## config.mk

```make
export PLATFORM = sky130hd
export DESIGN_NAME = input_decade_prescaler
export DESIGN_NICKNAME = d
export VERILOG_FILES = /design/src/rtl/input_decade_prescaler.sv
export SDC_FILE = /design/constraint.sdc
export NUM_CORES = 1
export LEC_CHECK = 0
export BUFFER_PORTS_ARGS = -buffer_cell sky130_fd_sc_hd__buf_4
export CAP_MARGIN = 25
export CORE_UTILIZATION = 49
export CTS_CLUSTER_SIZE = 24
export DETAILED_ROUTE_END_ITERATION = 8
export PLACE_DENSITY = 0.77
export SLEW_MARGIN = 20
export SYNTH_ARGS = -nofsm -noshare
export SYNTH_HDL_FRONTEND = slang
export SYNTH_SLANG_ARGS = --single-unit
```

## constraint.sdc

```tcl
create_clock -name input_clk -period 1.7 [get_ports input_clk]
set_clock_uncertainty 0.15 [all_clocks]
set_input_delay 0.255 -clock input_clk [delete_from_list [all_inputs] [get_ports input_clk]]
set_output_delay 0.255 -clock input_clk [all_outputs]
set_load 0.02 [all_outputs]
```

## src/rtl/input_decade_prescaler.sv

```systemverilog
// input_decade_prescaler
// Front-end divider of the frequency meter, clocked by the measured input clock.
// Divides counting edges by 1/10/100/1000 while the synchronized gate is open,
// emits one cnt_pulse per completed ratio and freezes the BCD residue in HOLD.
// Optional feature: define CNT_TOGGLE_EN to drive cnt_toggle as a toggling copy
// of cnt_pulse for crossing into the slow clock domain; otherwise it is tied 0.
module input_decade_prescaler #(
    parameter int SYNC_STAGES = 2,
    parameter int NUM_DECADES = 3
) (
    input  logic                     input_clk,
    input  logic                     reset,
    input  logic [1:0]               range_sel,
    input  logic                     gate,
    output logic                     gate_sync,
    output logic [1:0]               range_active,
    output logic                     cnt_pulse,
    output logic [4*NUM_DECADES-1:0] residue,
    output logic                     residue_valid,
    output logic                     cnt_toggle
);

    // Largest ratio index the digit chain can honour.
    localparam logic [1:0] LP_MAX_RANGE = 2'(NUM_DECADES > 3 ? 3 : NUM_DECADES);

    typedef enum logic [1:0] {
        S_IDLE  = 2'd0,
        S_COUNT = 2'd1,
        S_HOLD  = 2'd2
    } state_t;

    logic [SYNC_STAGES-1:0]         r_gate_ff;
    logic [SYNC_STAGES-1:0][1:0]    r_rng_ff;
    logic [1:0]                     r_rng_prev;
    logic [1:0]                     r_rng_stable;
    logic [1:0]                     w_rng_clamped;

    state_t                         r_state;
    state_t                         w_state_next;
    logic [NUM_DECADES-1:0][3:0]    r_digits;
    logic [NUM_DECADES-1:0][3:0]    w_digits_next;
    logic [NUM_DECADES-1:0][3:0]    w_digits_inc;
    logic                           w_all_nine;
    logic                           w_carry;
    logic [1:0]                     r_range_active;
    logic [1:0]                     w_range_next;
    logic                           r_cnt_pulse;
    logic                           w_pulse_next;
    logic                           r_residue_valid;

    assign gate_sync     = r_gate_ff[SYNC_STAGES-1];
    assign range_active  = r_range_active;
    assign cnt_pulse     = r_cnt_pulse;
    assign residue       = r_digits;
    assign residue_valid = r_residue_valid;

    // Gate synchronizer chain; the last stage is the gate seen by the FSM.
    always_ff @(posedge input_clk or posedge reset) begin
        if (reset) begin
            r_gate_ff <= '0;
        end else begin
            r_gate_ff <= {r_gate_ff[SYNC_STAGES-2:0], gate};
        end
    end

    // Range synchronizer plus compare register; stable value only follows two equal samples.
    always_ff @(posedge input_clk or posedge reset) begin
        if (reset) begin
            r_rng_ff     <= '0;
            r_rng_prev   <= '0;
            r_rng_stable <= '0;
        end else begin
            r_rng_ff   <= {r_rng_ff[SYNC_STAGES-2:0], range_sel};
            r_rng_prev <= r_rng_ff[SYNC_STAGES-1];
            if (r_rng_ff[SYNC_STAGES-1] == r_rng_prev) begin
                r_rng_stable <= r_rng_prev;
            end
        end
    end

    // Clamp the requested ratio to the number of implemented decades.
    always_comb begin
        w_rng_clamped = r_rng_stable;
        if (r_rng_stable > LP_MAX_RANGE) begin
            w_rng_clamped = LP_MAX_RANGE;
        end
    end

    // BCD increment across the selected decades; all-nines marks a completed ratio.
    always_comb begin
        w_digits_inc = r_digits;
        w_all_nine   = 1'b1;
        w_carry      = 1'b1;
        for (int k = 0; k < NUM_DECADES; k++) begin
            if (k < int'(r_range_active)) begin
                if (r_digits[k] != 4'd9) begin
                    w_all_nine = 1'b0;
                end
                if (w_carry) begin
                    if (r_digits[k] == 4'd9) begin
                        w_digits_inc[k] = 4'd0;
                    end else begin
                        w_digits_inc[k] = r_digits[k] + 4'd1;
                        w_carry         = 1'b0;
                    end
                end
            end
        end
    end

    // FSM next state plus next values of digits, applied range and pulse.
    always_comb begin
        w_state_next  = r_state;
        w_digits_next = r_digits;
        w_range_next  = r_range_active;
        w_pulse_next  = 1'b0;
        case (r_state)
            S_IDLE: begin
                w_digits_next = '0;
                w_range_next  = w_rng_clamped;
                if (gate_sync) begin
                    w_state_next = S_COUNT;
                end
            end
            S_COUNT: begin
                // Range stays frozen for the whole window.
                if (gate_sync) begin
                    w_digits_next = w_digits_inc;
                    w_pulse_next  = w_all_nine;
                end else begin
                    w_state_next = S_HOLD;
                end
            end
            S_HOLD: begin
                w_range_next = w_rng_clamped;
                if (gate_sync) begin
                    w_digits_next = '0;
                    w_state_next  = S_COUNT;
                end
            end
            default: begin
                w_digits_next = '0;
                w_state_next  = S_IDLE;
            end
        endcase
    end

    // FSM state register and datapath registers; residue_valid marks HOLD.
    always_ff @(posedge input_clk or posedge reset) begin
        if (reset) begin
            r_state         <= S_IDLE;
            r_digits        <= '0;
            r_range_active  <= '0;
            r_cnt_pulse     <= 1'b0;
            r_residue_valid <= 1'b0;
        end else begin
            r_state         <= w_state_next;
            r_digits        <= w_digits_next;
            r_range_active  <= w_range_next;
            r_cnt_pulse     <= w_pulse_next;
            r_residue_valid <= (w_state_next == S_HOLD);
        end
    end

`ifdef CNT_TOGGLE_EN
    logic r_cnt_toggle;

    // Invert once per pulse cycle so a slow domain can detect pulses by edge.
    always_ff @(posedge input_clk or posedge reset) begin
        if (reset) begin
            r_cnt_toggle <= 1'b0;
        end else if (r_cnt_pulse) begin
            r_cnt_toggle <= ~r_cnt_toggle;
        end
    end

    assign cnt_toggle = r_cnt_toggle;
`else
    assign cnt_toggle = 1'b0;
`endif

endmodule

```

==> flow_metrics.env <==
export IMPL_status="finished with violations"
export IMPL_violations="negative setup slack"
export IMPL_syn_inst=121
export IMPL_hold_depth=0
export IMPL_drv_slew=0
export IMPL_synth_fa_ha_area_share_pct=5.70
export IMPL_maxCapViolations=0
export IMPL_port_buffers=21
export IMPL_fin_crit_ns=1.71
export IMPL_fin_area_sq_um=1800
export IMPL_met2_usage_pct=36.0
export IMPL_synth_xor_area_share_pct=1.33
export IMPL_post_drt_wl_per_cell_microns=13.5
export IMPL_fillers=175
export IMPL_p_sw_share_pct=29.4
export IMPL_synthFlopType="dfrtp_1"
export IMPL_r2r_end="residue[6]$_DFFE_PP0P_"
export IMPL_arrival_ns=1.80
export IMPL_peakVddDrop_uv=766
export IMPL_p_int_mw=1.21
export IMPL_fp_coreArea_sq_um=2500
export IMPL_insertion_delay_ns=0.32
export IMPL_rows=18
export IMPL_wirelength_microns=2630
export IMPL_clockBufferDepth=2
export IMPL_synth_edf_count=0
export IMPL_p_seq_share_pct=46.9
export IMPL_setup_violations=1
export IMPL_yosys_area_share_simple_pct=16.9
export IMPL_ys_ff_latch=28
export IMPL_yosysTopAreaCell="dfrtp_1"
export IMPL_grt_pass1_vias=982
export IMPL_detailed_place_area_sq_um=1610
export IMPL_die_w_microns=53.8
export IMPL_grt_start_max_net_pins=29
export IMPL_io_pins=23
export IMPL_ys_warnings_count=0
export IMPL_p_leak_nw=0.852
export IMPL_synth_top_family_by_area="compound AO/OA/AOI/OAI gates"
export IMPL_fmax_mhz=583
export IMPL_root_buffer="clkbuf_4"
export IMPL_die_h_microns=53.8
export IMPL_ys_seq_area_share_pct=53.2
export IMPL_path_max_fanout=7
export IMPL_synth_fp_nets=132
export IMPL_dp_cells=181
export IMPL_grt_pass1_wl_microns=4300
export IMPL_top_usage_layer="met2"
export IMPL_clk_pin_slew_ns=0.15
export IMPL_ant_nets=0
export IMPL_p_sw_uw=503
export IMPL_dieArea_sq_um=2900
export IMPL_clkPwrFrac_pct=25.1
export IMPL_synth_area_mux_share_pct=1.71
export IMPL_drc=0
export IMPL_final_cells=195
export IMPL_vias=1051
export IMPL_timing_final_crit_share_pct=101
export IMPL_yosysUniqueCellTypes=40
export IMPL_worstSetupEndpointType="flip-flop"
export IMPL_crit_slowest_cell="dfrtp_2"
export IMPL_hp_class="reg2reg"
export IMPL_antennaDiodeCount=0
export IMPL_syn_area_per_cell_sq_um=10.9
export IMPL_use_met3_pct=3.95
export IMPL_async_reset_ff_share_pct=100
export IMPL_drt_pre_antenna_iters=4
export IMPL_overflow=0
export IMPL_htreeDepth=1
export IMPL_yosysTopAreaCellShare_pct=53.2
export IMPL_worstSetupStartpointType="flip-flop"
export IMPL_nets=177
export IMPL_cts_tree="yes"
export IMPL_rr_worst_depth=6
export IMPL_drive_gt1_share_pct=42.4
export IMPL_setup_worst_path_end="residue[6]$_DFFE_PP0P_"
export IMPL_via_per_inst=5.39
export IMPL_worst_path_largest_cell_delay_ns=0.44
export IMPL_cp_startpoint="residue[1]$_DFFE_PP0P_"
export IMPL_rrSetupSlack_ns=-0.01
export IMPL_required_ns=1.79
export IMPL_track_usage_pct=20.5
export IMPL_dp_hpwl_microns=1850
export IMPL_cp_cell_sequence="inv_2 > ha_4 > and3b_2 > nor2_4 > or2_4 > o41ai_2"
export IMPL_fin_util_pct=72.1
export IMPL_path_class="reg2reg"
export IMPL_reg2reg_from="residue[1]$_DFFE_PP0P_"
export IMPL_synth_compound_area_share_pct=17.0
export IMPL_worst_slack_ns=-0.0149
export IMPL_grt_use_met1_pct=25.5
export IMPL_antenna_found_initial=0
export IMPL_syn2layout_area_growth_pct=36.9
export IMPL_cts_inserted_buffers=3
export IMPL_synth_area_sq_um=1320
export IMPL_synth_area_leaders="dfrtp_1 53%, ha_1 5.7%, o21ai_0 3.0%"
export IMPL_power_frac_comb_pct=27.9
export IMPL_globalplace_congestion=0.816
export IMPL_cts_sinks=28
export IMPL_hold_viol=0
export IMPL_start_util_pct=52.7
export IMPL_rsz0062_at_grt="yes"
export IMPL_drtIter0Drc=12
export IMPL_p_per_area_nw_per_um2=950
logic make-up (layout without fill, tap and decap cells):
group           count (synthesis)  count (layout)
flops                          28              28
compound gates                 32              32
fa+ha+maj                       6               6
mux                             2               2
buf+inv                        11              55
simple gates                   39              39
other cells                     1               1
xor+xnor                        2               2
flip-flops by register name, indices dropped and copies added (netlist names):
| register | cells |
|---|---|
| r_rng_stable | 2 |
| cnt_pulse | 1 |
| r_rng_ff | 4 |
| range_active | 2 |
| r_rng_prev | 2 |
| r_gate_ff | 2 |
| residue_valid | 1 |
| residue | 12 |
| r_state | 2 |
Yosys cell counts, types with 2 or more instances:
| cell | instances |
|---|---|
| dfrtp_1 | 28 |
| ha_1 | 6 |
| nand2_1 | 5 |
| buf_4 | 2 |
| nand3_1 | 5 |
| inv_1 | 7 |
| and3b_1 | 2 |
| xnor2_1 | 2 |
| o21ai_0 | 8 |
| nand2b_1 | 5 |
| or3_1 | 2 |
| o211ai_1 | 2 |
| o21ai_2 | 2 |
| a21o_1 | 2 |
| o31ai_1 | 4 |
| mux2_2 | 2 |
| nor3_1 | 2 |
| a21oi_1 | 7 |
| nor2_1 | 7 |
worst min path at each step:
stage	to	from
after floorplan	r_gate_ff[0]$_DFF_PP0_	gate
after global placement	r_gate_ff[1]$_DFF_PP0_	r_gate_ff[0]$_DFF_PP0_
after detailed placement	r_rng_ff[2]$_DFF_PP0_	r_rng_ff[0]$_DFF_PP0_
after CTS	r_rng_ff[3]$_DFF_PP0_	r_rng_ff[1]$_DFF_PP0_
after global routing	r_rng_ff[2]$_DFF_PP0_	r_rng_ff[0]$_DFF_PP0_
final	r_gate_ff[1]$_DFF_PP0_	r_gate_ff[0]$_DFF_PP0_
power groups by stage:
| stage | clock, mW | combinational [mW] | sequential, mW |
|---|---|---|---|
| 6_report | 0.430 | 0.478 | 0.803 |
| 5_1_grt | 0.474 | 0.525 | 0.815 |
| 4_1_cts | 0.443 | 0.444 | 0.798 |
| 3_5_place_dp | 0 | 0.418 | 0.812 |
| 3_3_place_gp | 0 | 0.401 | 0.806 |
| 2_1_floorplan | 0 | 0.172 | 0.871 |
through the flow:
step                worst slack (ns)  TNS (ns)  hold slack, ns  power [mW]
floorplan                    -0.0367   -0.0970           0.136        1.04
global placement             -0.0301   -0.0301           0.182        1.21
detailed placement           -0.0887    -0.190           0.186        1.23
CTS                          -0.0236   -0.0417           0.226        1.68
global route                 -0.0654    -0.154           0.237        1.81
finish                       -0.0149   -0.0149           0.222        1.71
metal layers:
| metal | vias up | part of all wire, % | wire [microns] |
|---|---|---|---|
| met5 | - | 0 | 0 |
| met4 | 0 | 0 | 0 |
| met3 | 0 | 3.8 | 101 |
| met2 | 28 | 50 | 1310 |
| met1 | 506 | 47 | 1230 |
| li1 | 517 | - | - |
placed cells by master, fill, tap and decap left out, drive strengths merged, types with 5 or more instances in the layout:
master  count
buf        40
dfrtp      28
o21ai      10
a21oi       7
inv         7
nor2        7
nand2b      6
ha          6
nand3       5
nand2       5
worst max-delay path: cells and delay by family, from the launching register on:
family	cells	cell delay [ns]
fa+ha+maj	1	0.11
flops	1	0.44
simple gates	3	0.61
buf+inv	1	0.06
compound gates	1	0.26
what timing repair did:
action,in CTS,in global routing
gates resized for setup,3,13
setup endpoints to repair,6,11
pin swaps,3,2
hold buffers,4,0
setup buffers,2,4
endpoints found under the hold margin,31,0
gates cloned,0,0
cell type report:
class                      count  area [sq um]  area share (%)
tap                           30          37.5            2.08
inverter                       7          26.3            1.46
multi-input combinational     82           638            35.4
clock buffer                   3          22.5            1.25
clock inverter                 1          30.0            1.67
sequential                    28           707            39.2
timing repair buffer          44           340            18.9
Note: power is estimated with default switching activity, not from simulation.
